<file path="src/rtl/vjtag_dr_engine.sv">
// Virtual JTAG data-register engine: IR decode, DR shifting, auto-incrementing
// memory write/read ports with read prefetch. Define VJTAG_STATUS_EN for STATUS.
module vjtag_dr_engine #(
    parameter int IR_WIDTH   = 3,
    parameter int DATA_WIDTH = 32,
    parameter int ADDR_WIDTH = 16
) (
    input  logic                  tck,
    input  logic                  rst,
    input  logic                  tdi,
    output logic                  tdo,
    input  logic [IR_WIDTH-1:0]   ir_in,
    output logic [IR_WIDTH-1:0]   ir_out,
    input  logic                  virtual_state_cdr,
    input  logic                  virtual_state_sdr,
    input  logic                  virtual_state_udr,
    input  logic                  virtual_state_uir,
    output logic                  wr_en,
    output logic [ADDR_WIDTH-1:0] wr_addr,
    output logic [DATA_WIDTH-1:0] wr_data,
    output logic                  rd_en,
    output logic [ADDR_WIDTH-1:0] rd_addr,
    input  logic                  rd_valid,
    input  logic [DATA_WIDTH-1:0] rd_data
);

    localparam logic [IR_WIDTH-1:0] IR_ADDR  = IR_WIDTH'(1);
    localparam logic [IR_WIDTH-1:0] IR_WRITE = IR_WIDTH'(2);
    localparam logic [IR_WIDTH-1:0] IR_READ  = IR_WIDTH'(3);
`ifdef VJTAG_STATUS_EN
    localparam logic [IR_WIDTH-1:0] IR_STATUS = IR_WIDTH'(4);
    localparam int CNT_W = DATA_WIDTH / 2;
`endif

    typedef enum logic [1:0] {
        PF_IDLE,
        PF_WAIT,
        PF_READY
    } pf_state_t;

    logic [IR_WIDTH-1:0]   active_ir;
    logic                  bypass_reg;
    logic [DATA_WIDTH-1:0] shift_reg;
    logic [DATA_WIDTH-1:0] rd_buf;
    logic [ADDR_WIDTH-1:0] addr;
    logic                  wrap;
    logic                  rd_err;
    pf_state_t             pf_state;

    logic                  is_addr;
    logic                  is_write;
    logic                  is_read;
    logic                  is_status;
    logic                  is_bypass;
    logic                  rd_hit;
    pf_state_t             pf_eff;
    logic [DATA_WIDTH-1:0] rd_buf_eff;
    logic                  fetch;
    logic                  addr_inc;
    logic [DATA_WIDTH-1:0] capture_value;

`ifdef VJTAG_STATUS_EN
    logic [CNT_W-1:0]      wr_count;
    logic [CNT_W-1:0]      rd_count;
`endif

    assign is_addr  = (active_ir == IR_ADDR);
    assign is_write = (active_ir == IR_WRITE);
    assign is_read  = (active_ir == IR_READ);
`ifdef VJTAG_STATUS_EN
    assign is_status = (active_ir == IR_STATUS);
`else
    assign is_status = 1'b0;
`endif
    assign is_bypass = !(is_addr || is_write || is_read || is_status);

    // Read data landing this cycle is applied before any capture or FSM move.
    assign rd_hit     = (pf_state == PF_WAIT) && rd_valid;
    assign pf_eff     = rd_hit ? PF_READY : pf_state;
    assign rd_buf_eff = rd_hit ? rd_data : rd_buf;

    assign fetch = (virtual_state_uir && (ir_in == IR_READ) && (pf_state == PF_IDLE))
                || (virtual_state_udr && is_read && (pf_eff != PF_WAIT));

    assign addr_inc = fetch || (virtual_state_udr && is_write);

    assign tdo = is_bypass ? bypass_reg : shift_reg[0];

    // NOTE: always_comb assigns a default first so no path leaves the output unassigned (no latch).
    always_comb begin
        capture_value = '0;
        if (is_addr) begin
            capture_value = DATA_WIDTH'(addr);
        end else if (is_read) begin
            capture_value = rd_buf_eff;
`ifdef VJTAG_STATUS_EN
        end else if (is_status) begin
            capture_value = DATA_WIDTH'({wr_count, rd_count});
`endif
        end
    end

    always_comb begin
        ir_out      = '0;
        ir_out[0]   = wrap;
        ir_out[1]   = rd_err;
        ir_out[2]   = (pf_state == PF_WAIT);
    end

    // NOTE: sequential state uses non-blocking assignments so every flop samples pre-edge values.
    always_ff @(posedge tck or posedge rst) begin
        if (rst) begin
            active_ir  <= '0;
            bypass_reg <= 1'b0;
            shift_reg  <= '0;
            // NOTE: rd_buf is a plain register, not a RAM, so resetting it costs nothing and keeps captures defined.
            rd_buf     <= '0;
            addr       <= '0;
            wrap       <= 1'b0;
            rd_err     <= 1'b0;
            pf_state   <= PF_IDLE;
            wr_en      <= 1'b0;
            wr_addr    <= '0;
            wr_data    <= '0;
            rd_en      <= 1'b0;
            rd_addr    <= '0;
        end else begin
            wr_en <= 1'b0;
            rd_en <= 1'b0;

            if (rd_hit) begin
                rd_buf <= rd_data;
            end

            if (virtual_state_uir) begin
                active_ir <= ir_in;
                if (ir_in == IR_READ) begin
                    rd_err <= 1'b0;
                end
            end

            if (virtual_state_cdr) begin
                if (is_bypass) begin
                    bypass_reg <= 1'b0;
                end else begin
                    shift_reg <= capture_value;
                end
                if (is_read && (pf_state == PF_WAIT) && !rd_valid) begin
                    rd_err <= 1'b1;
                end
            end else if (virtual_state_sdr) begin
                if (is_bypass) begin
                    bypass_reg <= tdi;
                end else begin
                    shift_reg <= {tdi, shift_reg[DATA_WIDTH-1:1]};
                end
            end

            if (virtual_state_udr && is_addr) begin
                addr <= shift_reg[ADDR_WIDTH-1:0];
                wrap <= 1'b0;
            end else if (addr_inc) begin
                addr <= addr + ADDR_WIDTH'(1);
                if (addr == '1) begin
                    wrap <= 1'b1;
                end
            end

            if (virtual_state_udr && is_write) begin
                wr_en   <= 1'b1;
                wr_addr <= addr;
                wr_data <= shift_reg;
            end

            if (fetch) begin
                rd_en   <= 1'b1;
                rd_addr <= addr;
            end

            if (virtual_state_uir && (ir_in != IR_READ)) begin
                pf_state <= PF_IDLE;
            end else if (fetch) begin
                pf_state <= PF_WAIT;
            end else begin
                pf_state <= pf_eff;
            end
        end
    end

`ifdef VJTAG_STATUS_EN
    // Saturating pulse counters for host-side traffic accounting.
    always_ff @(posedge tck or posedge rst) begin
        if (rst) begin
            wr_count <= '0;
            rd_count <= '0;
        end else if (virtual_state_udr && is_status) begin
            wr_count <= '0;
            rd_count <= '0;
        end else begin
            if (wr_en && (wr_count != '1)) begin
                wr_count <= wr_count + CNT_W'(1);
            end
            if (rd_en && (rd_count != '1)) begin
                rd_count <= rd_count + CNT_W'(1);
            end
        end
    end
`endif

endmodule

</file>
<file path="config.mk">
export PLATFORM = sky130hd
export DESIGN_NAME = vjtag_dr_engine
export DESIGN_NICKNAME = d
export VERILOG_FILES = /design/src/rtl/vjtag_dr_engine.sv
export SDC_FILE = /design/constraint.sdc
export NUM_CORES = 1
export LEC_CHECK = 0
export ABC_AREA = 1
export CAP_MARGIN = 30
export CORE_ASPECT_RATIO = 0.6
export CORE_UTILIZATION = 29
export CTS_CLUSTER_DIAMETER = 30
export DETAILED_ROUTE_END_ITERATION = 8
export GPL_ROUTABILITY_DRIVEN = 0
export PLACE_DENSITY = 0.52
export RECOVER_POWER = 25
export SLEW_MARGIN = 20
export SYNTH_ARGS = -nofsm -noshare
export SYNTH_HDL_FRONTEND = slang
export SYNTH_SLANG_ARGS = --single-unit
</file>
<file path="constraint.sdc">
create_clock -name tck -period 8.3 [get_ports tck]
set_clock_uncertainty 0.1 [all_clocks]
set_input_delay 0.83 -clock tck [delete_from_list [all_inputs] [get_ports tck]]
set_output_delay 0.83 -clock tck [all_outputs]
set_load 0.005 [all_outputs]
</file>
==> impl_metrics.csv, run 1 <==
group,metric,value,unit
place,portBuffers,112,
yosys,synth-seq-cells,154,
outcome,violations,"capacitance limit, slew limit",
place,place_ws,4.806,ns
timing,hold_viol,0,
yosys,synth_cells,825,
drt,wl_per_cell,15.78,microns
power,p_leak,0.004066,uW
timing,setup_violations,0,
die,ios,113,
power,power_density,324.3,nW/um^2
cts,hold_buffers,0,
cts,postCtsSetupBuffers,0,
grt,grt_max_degree,78,
yosys,yosysTopAreaCell,"dfrtp_1",
die,coreArea,23080,sq um
yosys,seq_area_frac_synth,56.53,%
die,fp.dieH,120.8,microns
drt,ant_nets,0,
cts,cts_root_buf,"clkbuf_16",
setup_path,worstSetupPathType,"input pin to asynchronous set/reset pin",
finish,multi_input_area,2487,sq um
hold_path,min_to,"rd_buf[18]",
drt,drt_iter0_markers,453,
cts,clkTransAtPathRegs,0.07,ns
yosys,synthArstFlopShare,100.0,%
drt,firstDrtPassIters,5,
setup_path,worstPathArrival,4.71,ns
yosys,synth_top_area_share,56.53,%
setup_path,path_cells,"dlygate4sd3_1 -> clkinvlp_2 -> clkbuf_1",
timing,worst_slew_pin_slew,3.480,ns
timing,rsz0062_at_grt,"false",
power,vdd_drop_max,118.1,uV
place,place_inst,1217,
timing,maxSlewViolCount,191,
finish,drive_gt1_share,5.675,%
grt,grt_overflow_total,0,
cts,htreeDepth,4,
timing,slew_headroom,-133.3,%
yosys,yosys.cell_count.top_type,"nand2_1",
die,die_w,199.9,microns
setup_path,worst-endpoint-required,8.42,ns
setup_path,rr_startpoint,"active_ir[2]",
power,finalPower,2837,uW
cts,cts.path.max_buffers,2,
cts,cts_tree,"yes",
timing,holdWs,0.3784,ns
grt,antenna_found_initial,0,
hold_path,holdPathStages,2,
yosys,syn-cell-area,6817,sq um
finish,seq_area,3854,sq um
setup_path,r2r_setup_slack,4.86,ns
hold_path,worstHoldStart,"rd_buf[18]",
finish,diodes,0,
yosys,yosys_warnings,0,
cts,cts_resized,0,
drt,via_per_inst,4.523,
finish,nFillCells,2350,
die,fp-row-count,43,
timing,period_minus_slack,4.591,ns
yosys,ys.flop_type,"dfrtp_1",
hold_path,hold_path_class,"register to register",
timing,finalSetupTns,0,ns
place,hpwl,13820,microns
grt,gr-usage-all-layers,17.24,%
drt,drc_errors,0,
grt,grt_pass1_vias,5386,
yosys,syn-num-nets,869,
setup_path,slowest_delay,1.95,ns
drt,drt_wl_total,19700,microns
yosys,avgSynthCellArea,8.262,sq um
yosys,synth_edf_count,0,
yosys,netlist_top_cells_area,"dfrtp_1, nand2_1, o21ai_0, nor2_1, a21oi_1",
cts,clk_latency,0.43,ns
setup_path,timing.rr.end,"wrap",
setup_path,crit_fanout,77,
timing,finalWorstSetupSlack,3.709,ns
drt,detailroute.via_count,5649,
finish,fin_cells,1249,
cts,cts.sinks,154,
timing,finalCritPeriodShare,55.31,%
die,start_util,29.53,%
flow_run,max_cap_viol_count,4,
setup_path,r2r_cells,7,
die,die_area,24140,sq um
outcome,status,"finished with violations",
finish,fin_nets,965,
grt,grt_pass1_wl,31170,microns
cts,cts_made_buffers,17,
timing,fmax,217.8,MHz
setup_path,critPathSlowestCell,"clkinvlp_2",
yosys,synth_cell_types,33,
finish,area_growth,28.36,%
setup_path,cp-start-kind,"input pin",
yosys,ys_top_cells_by_count,"nand2_1, dfrtp_1, nor2_1, o21ai_0, inv_1",
setup_path,critPathCaptureType,"asynchronous set/reset pin",
-- routing by layer --
metal / up-vias / GRT usage, % / wire length, microns
met5: - / 0 / 0
met4: 0 / 3.721 / 135
met3: 10 / 4.630 / 1081
met2: 132 / 21.72 / 7607
met1: 2693 / 28.08 / 10880
li1: 2814 / - / -
-- where the power goes --
group          internal (uW)  switching, uW  leakage, uW
clock network            424            350     0.000281
logic                    412            439      0.00188
registers               1030            184      0.00191
total                   1860            973      0.00407
-- how the worst max path moves through the flow --
stage              endpoint  slack, ns  depth (start not counted)         startpoint
2_1_floorplan  active_ir[0]       3.22                          1                rst
3_3_place_gp   shift_reg[5]       4.88                          8  virtual_state_cdr
3_5_place_dp   shift_reg[0]       4.81                          8  virtual_state_cdr
4_1_cts        shift_reg[0]       5.26                          8  virtual_state_cdr
5_1_grt             addr[1]       2.89                          3                rst
6_report         rd_buf[10]       3.71                          3                rst
-- cell usage in the layout (no fill, tap or decap), types with 3 or more instances in the layout --
| cell | instances |
|---|---|
| nand2_1 | 275 |
| a21oi_1 | 50 |
| o21ai_0 | 68 |
| dlygate4sd3_1 | 3 |
| nor2_1 | 86 |
| buf_4 | 3 |
| inv_6 | 5 |
| nand3_1 | 22 |
| o21ai_1 | 4 |
| a22oi_1 | 15 |
| clkbuf_16 | 17 |
| dfrtp_1 | 154 |
| clkdlybuf4s50_1 | 109 |
| inv_2 | 5 |
| clkinv_4 | 3 |
| nor3_1 | 14 |
| nand4_1 | 7 |
| inv_1 | 62 |
| inv_8 | 3 |
-- final cells by class --
type                       count  area share [%]
inverter                      68           2.932
timing repair buffer         118           13.47
clock buffer                  17           4.862
tap                          315           4.505
clock inverter                15           1.759
sequential                   154           44.04
multi-input combinational    562           28.43
-- metrics by stage --
step | util [%] | area [sq um]
floorplan | - | 6817
global placement | 35.43 | 8177
detailed placement | 35.55 | 8204
CTS | 38.06 | 8783
global route | 37.91 | 8750
finish | 37.91 | 8750
-- worst max-delay path: cells and delay by family --
| kind | cells | cell delay, ns |
|---|---|---|
| buffers and inverters | 3 | 3.83 |
-- cell families after synthesis --
logic type	Yosys count	synth area share [%]
AND/OR/NAND/NOR	414	24.63
flip-flops	154	56.53
AO/OA/AOI/OAI	144	11.36
buffers and inverters	109	6.865
XOR/XNOR	2	0.2570
multiplexers	1	0.1652
adder cells (fa/ha/maj)	1	0.1835
(Power assumes the default switching activity.)
==> inputs of run 2 (changes only) <==
PLACE_DENSITY = 0.53   (was 0.52)
clock period = 4 ns   (was 8.3 ns; I/O delays follow)
==> run 2 against run 1 <==
  * The flow now finishes without violations
  * Largest cell class unchanged
  * Critical path type is now input pin to register
  * Clock power up 130%
  * Routed wire length down 0.24%
  * Combinational power up 110%
  * Sequential power up 110%
  * First-iteration DRC count down 26%
  * Utilization up 0.55 points
  * Cell area up 1.4%
  * Total power up 110%
==> impl_metrics.csv, run 2 (same netlist as run 1, synthesis figures left out) <==
group,metric,value,unit
outcome,status,"completed",
setup_path,path_cells,"dlygate4sd3_1 -> nand4_4 -> clkbuf_1 -> nand4_2 -> nand2_1 -> o21ai_0",
die,ios,113,
setup_path,worst-endpoint-required,4.19,ns
cts,hold_buffers,0,
place,hpwl,14160,microns
grt,grt_pass1_vias,5373,
timing,slew_headroom,9.355,%
finish,mostFrequentLayoutCells,"nand2_1, dfrtp_1, clkdlybuf4s50_1, nor2_1, o21ai_0",
cts,cts_made_buffers,17,
timing,hold_viol,0,
cts,cts_tree,"yes",
setup_path,crit_fanout,36,
power,vdd_drop_max,287.0,uV
cts,postCtsSetupBuffers,0,
setup_path,slowest_delay,1.00,ns
setup_path,critPathCaptureType,"register",
drt,via_per_inst,4.516,
drt,detailroute.via_count,5654,
power,power_density,685.8,nW/um^2
cts,cts_resized,0,
drt,drt_wl_total,19660,microns
cts,cts_root_buf,"clkbuf_16",
die,die_area,24140,sq um
die,fp.dieH,120.8,microns
setup_path,crit_family,"buffers and inverters",
finish,diodes,0,
grt,antenna_found_initial,0,
die,fp-row-count,43,
setup_path,worstSetupPathType,"input pin to register",
finish,area_growth,30.21,%
cts,cts.sinks,154,
place,place_ws,1.236,ns
hold_path,hold_path_class,"register to register",
drt,drt_iter0_markers,335,
place,portBuffers,112,
grt,grt_pass1_wl,31060,microns
timing,worst_slew_pin_slew,1.360,ns
drt,firstDrtPassIters,5,
cts,clk_latency,0.43,ns
grt,grt_overflow_total,0,
timing,fmax,342.8,MHz
finish,nFillCells,2328,
finish,fin_nets,968,
die,coreArea,23080,sq um
timing,rsz0062_at_grt,"false",
flow_run,max_cap_viol_count,0,
cts,htreeDepth,4,
timing,finalWorstSetupSlack,1.083,ns
timing,setup_violations,0,
setup_path,critPathSlowestCell,"clkbuf_1",
setup_path,cp-start-kind,"input pin",
die,die_w,199.9,microns
timing,period_minus_slack,2.917,ns
power,p_leak,0.004125,uW
drt,drc_errors,0,
die,start_util,29.53,%
timing,finalSetupTns,0,ns
cts,clkTransAtPathRegs,0.06,ns
drt,wl_per_cell,15.70,microns
finish,drive_gt1_share,6.297,%
finish,final_common_cell,"nand2_1",
timing,finalCritPeriodShare,72.93,%
grt,gr-usage-all-layers,17.22,%
drt,ant_nets,0,
cts,cts.path.max_buffers,2,
setup_path,cp.buffers_inverters,2,
timing,maxSlewViolCount,0,
grt,grt_max_degree,81,
power,finalPower,6087,uW
setup_path,worstPathArrival,3.11,ns
[run 2: layout make-up]
type                            instances  area (sq um)  share of cell area, %
Tap cell                              315         394.1                  4.440
Inverter                               68         256.5                  2.890
Clock buffer                           20         466.7                  5.258
Multi-Input combinational cell        562          2510                  28.28
Sequential cell                       154          3854                  43.42
Clock inverter                         12         185.2                  2.086
Timing Repair Buffer                  121          1210                  13.63
[run 2: power by group]
part           internal, uW  switching (uW)
logic                   859             913
registers              2130             392
clock network          1100             687
[run 2: path summary, 6_finish.rpt]
path / slack (ns) / depth (start not counted) / startpoint / to
min: 0.38 / 2 / rd_buf[14] / rd_buf[14]
max reg2reg: 1.24 / 6 / active_ir[2] / addr[4]
max: 1.08 / 6 / virtual_state_udr / addr[4]
min in group asynchronous: 0.55 / 2 / rst / wr_data[24]
min reg2reg: 0.38 / 2 / rd_buf[14] / rd_buf[14]
max in group asynchronous: 2.02 / 3 / rst / addr[13]
[run 2: tightest hold or removal path, cell delays in order (launching register included)]
cell and delay, ns:
dfrtp_1 0.32, nand2_1 0.05, nand2_1 0.07
[run 2: metal layers]
metal | track usage [%] | routed length (microns)
met5 | 0 | 0
met4 | 4.008 | 159
met3 | 5.551 | 1264
met2 | 21.85 | 7417
met1 | 27.23 | 10820
[run 2: metrics by stage]
step                      std cells  hold WS (ns)  utilization, %  cell area, sq um
after floorplan                 825        0.3445               -              6820
after global placement         1220        0.3632           35.66              8230
after detailed placement       1220        0.3628           35.66              8230
after CTS                      1252        0.2865           38.48              8882
after global routing           1252        0.3922           38.46              8876
final                          1252        0.3758           38.46              8876
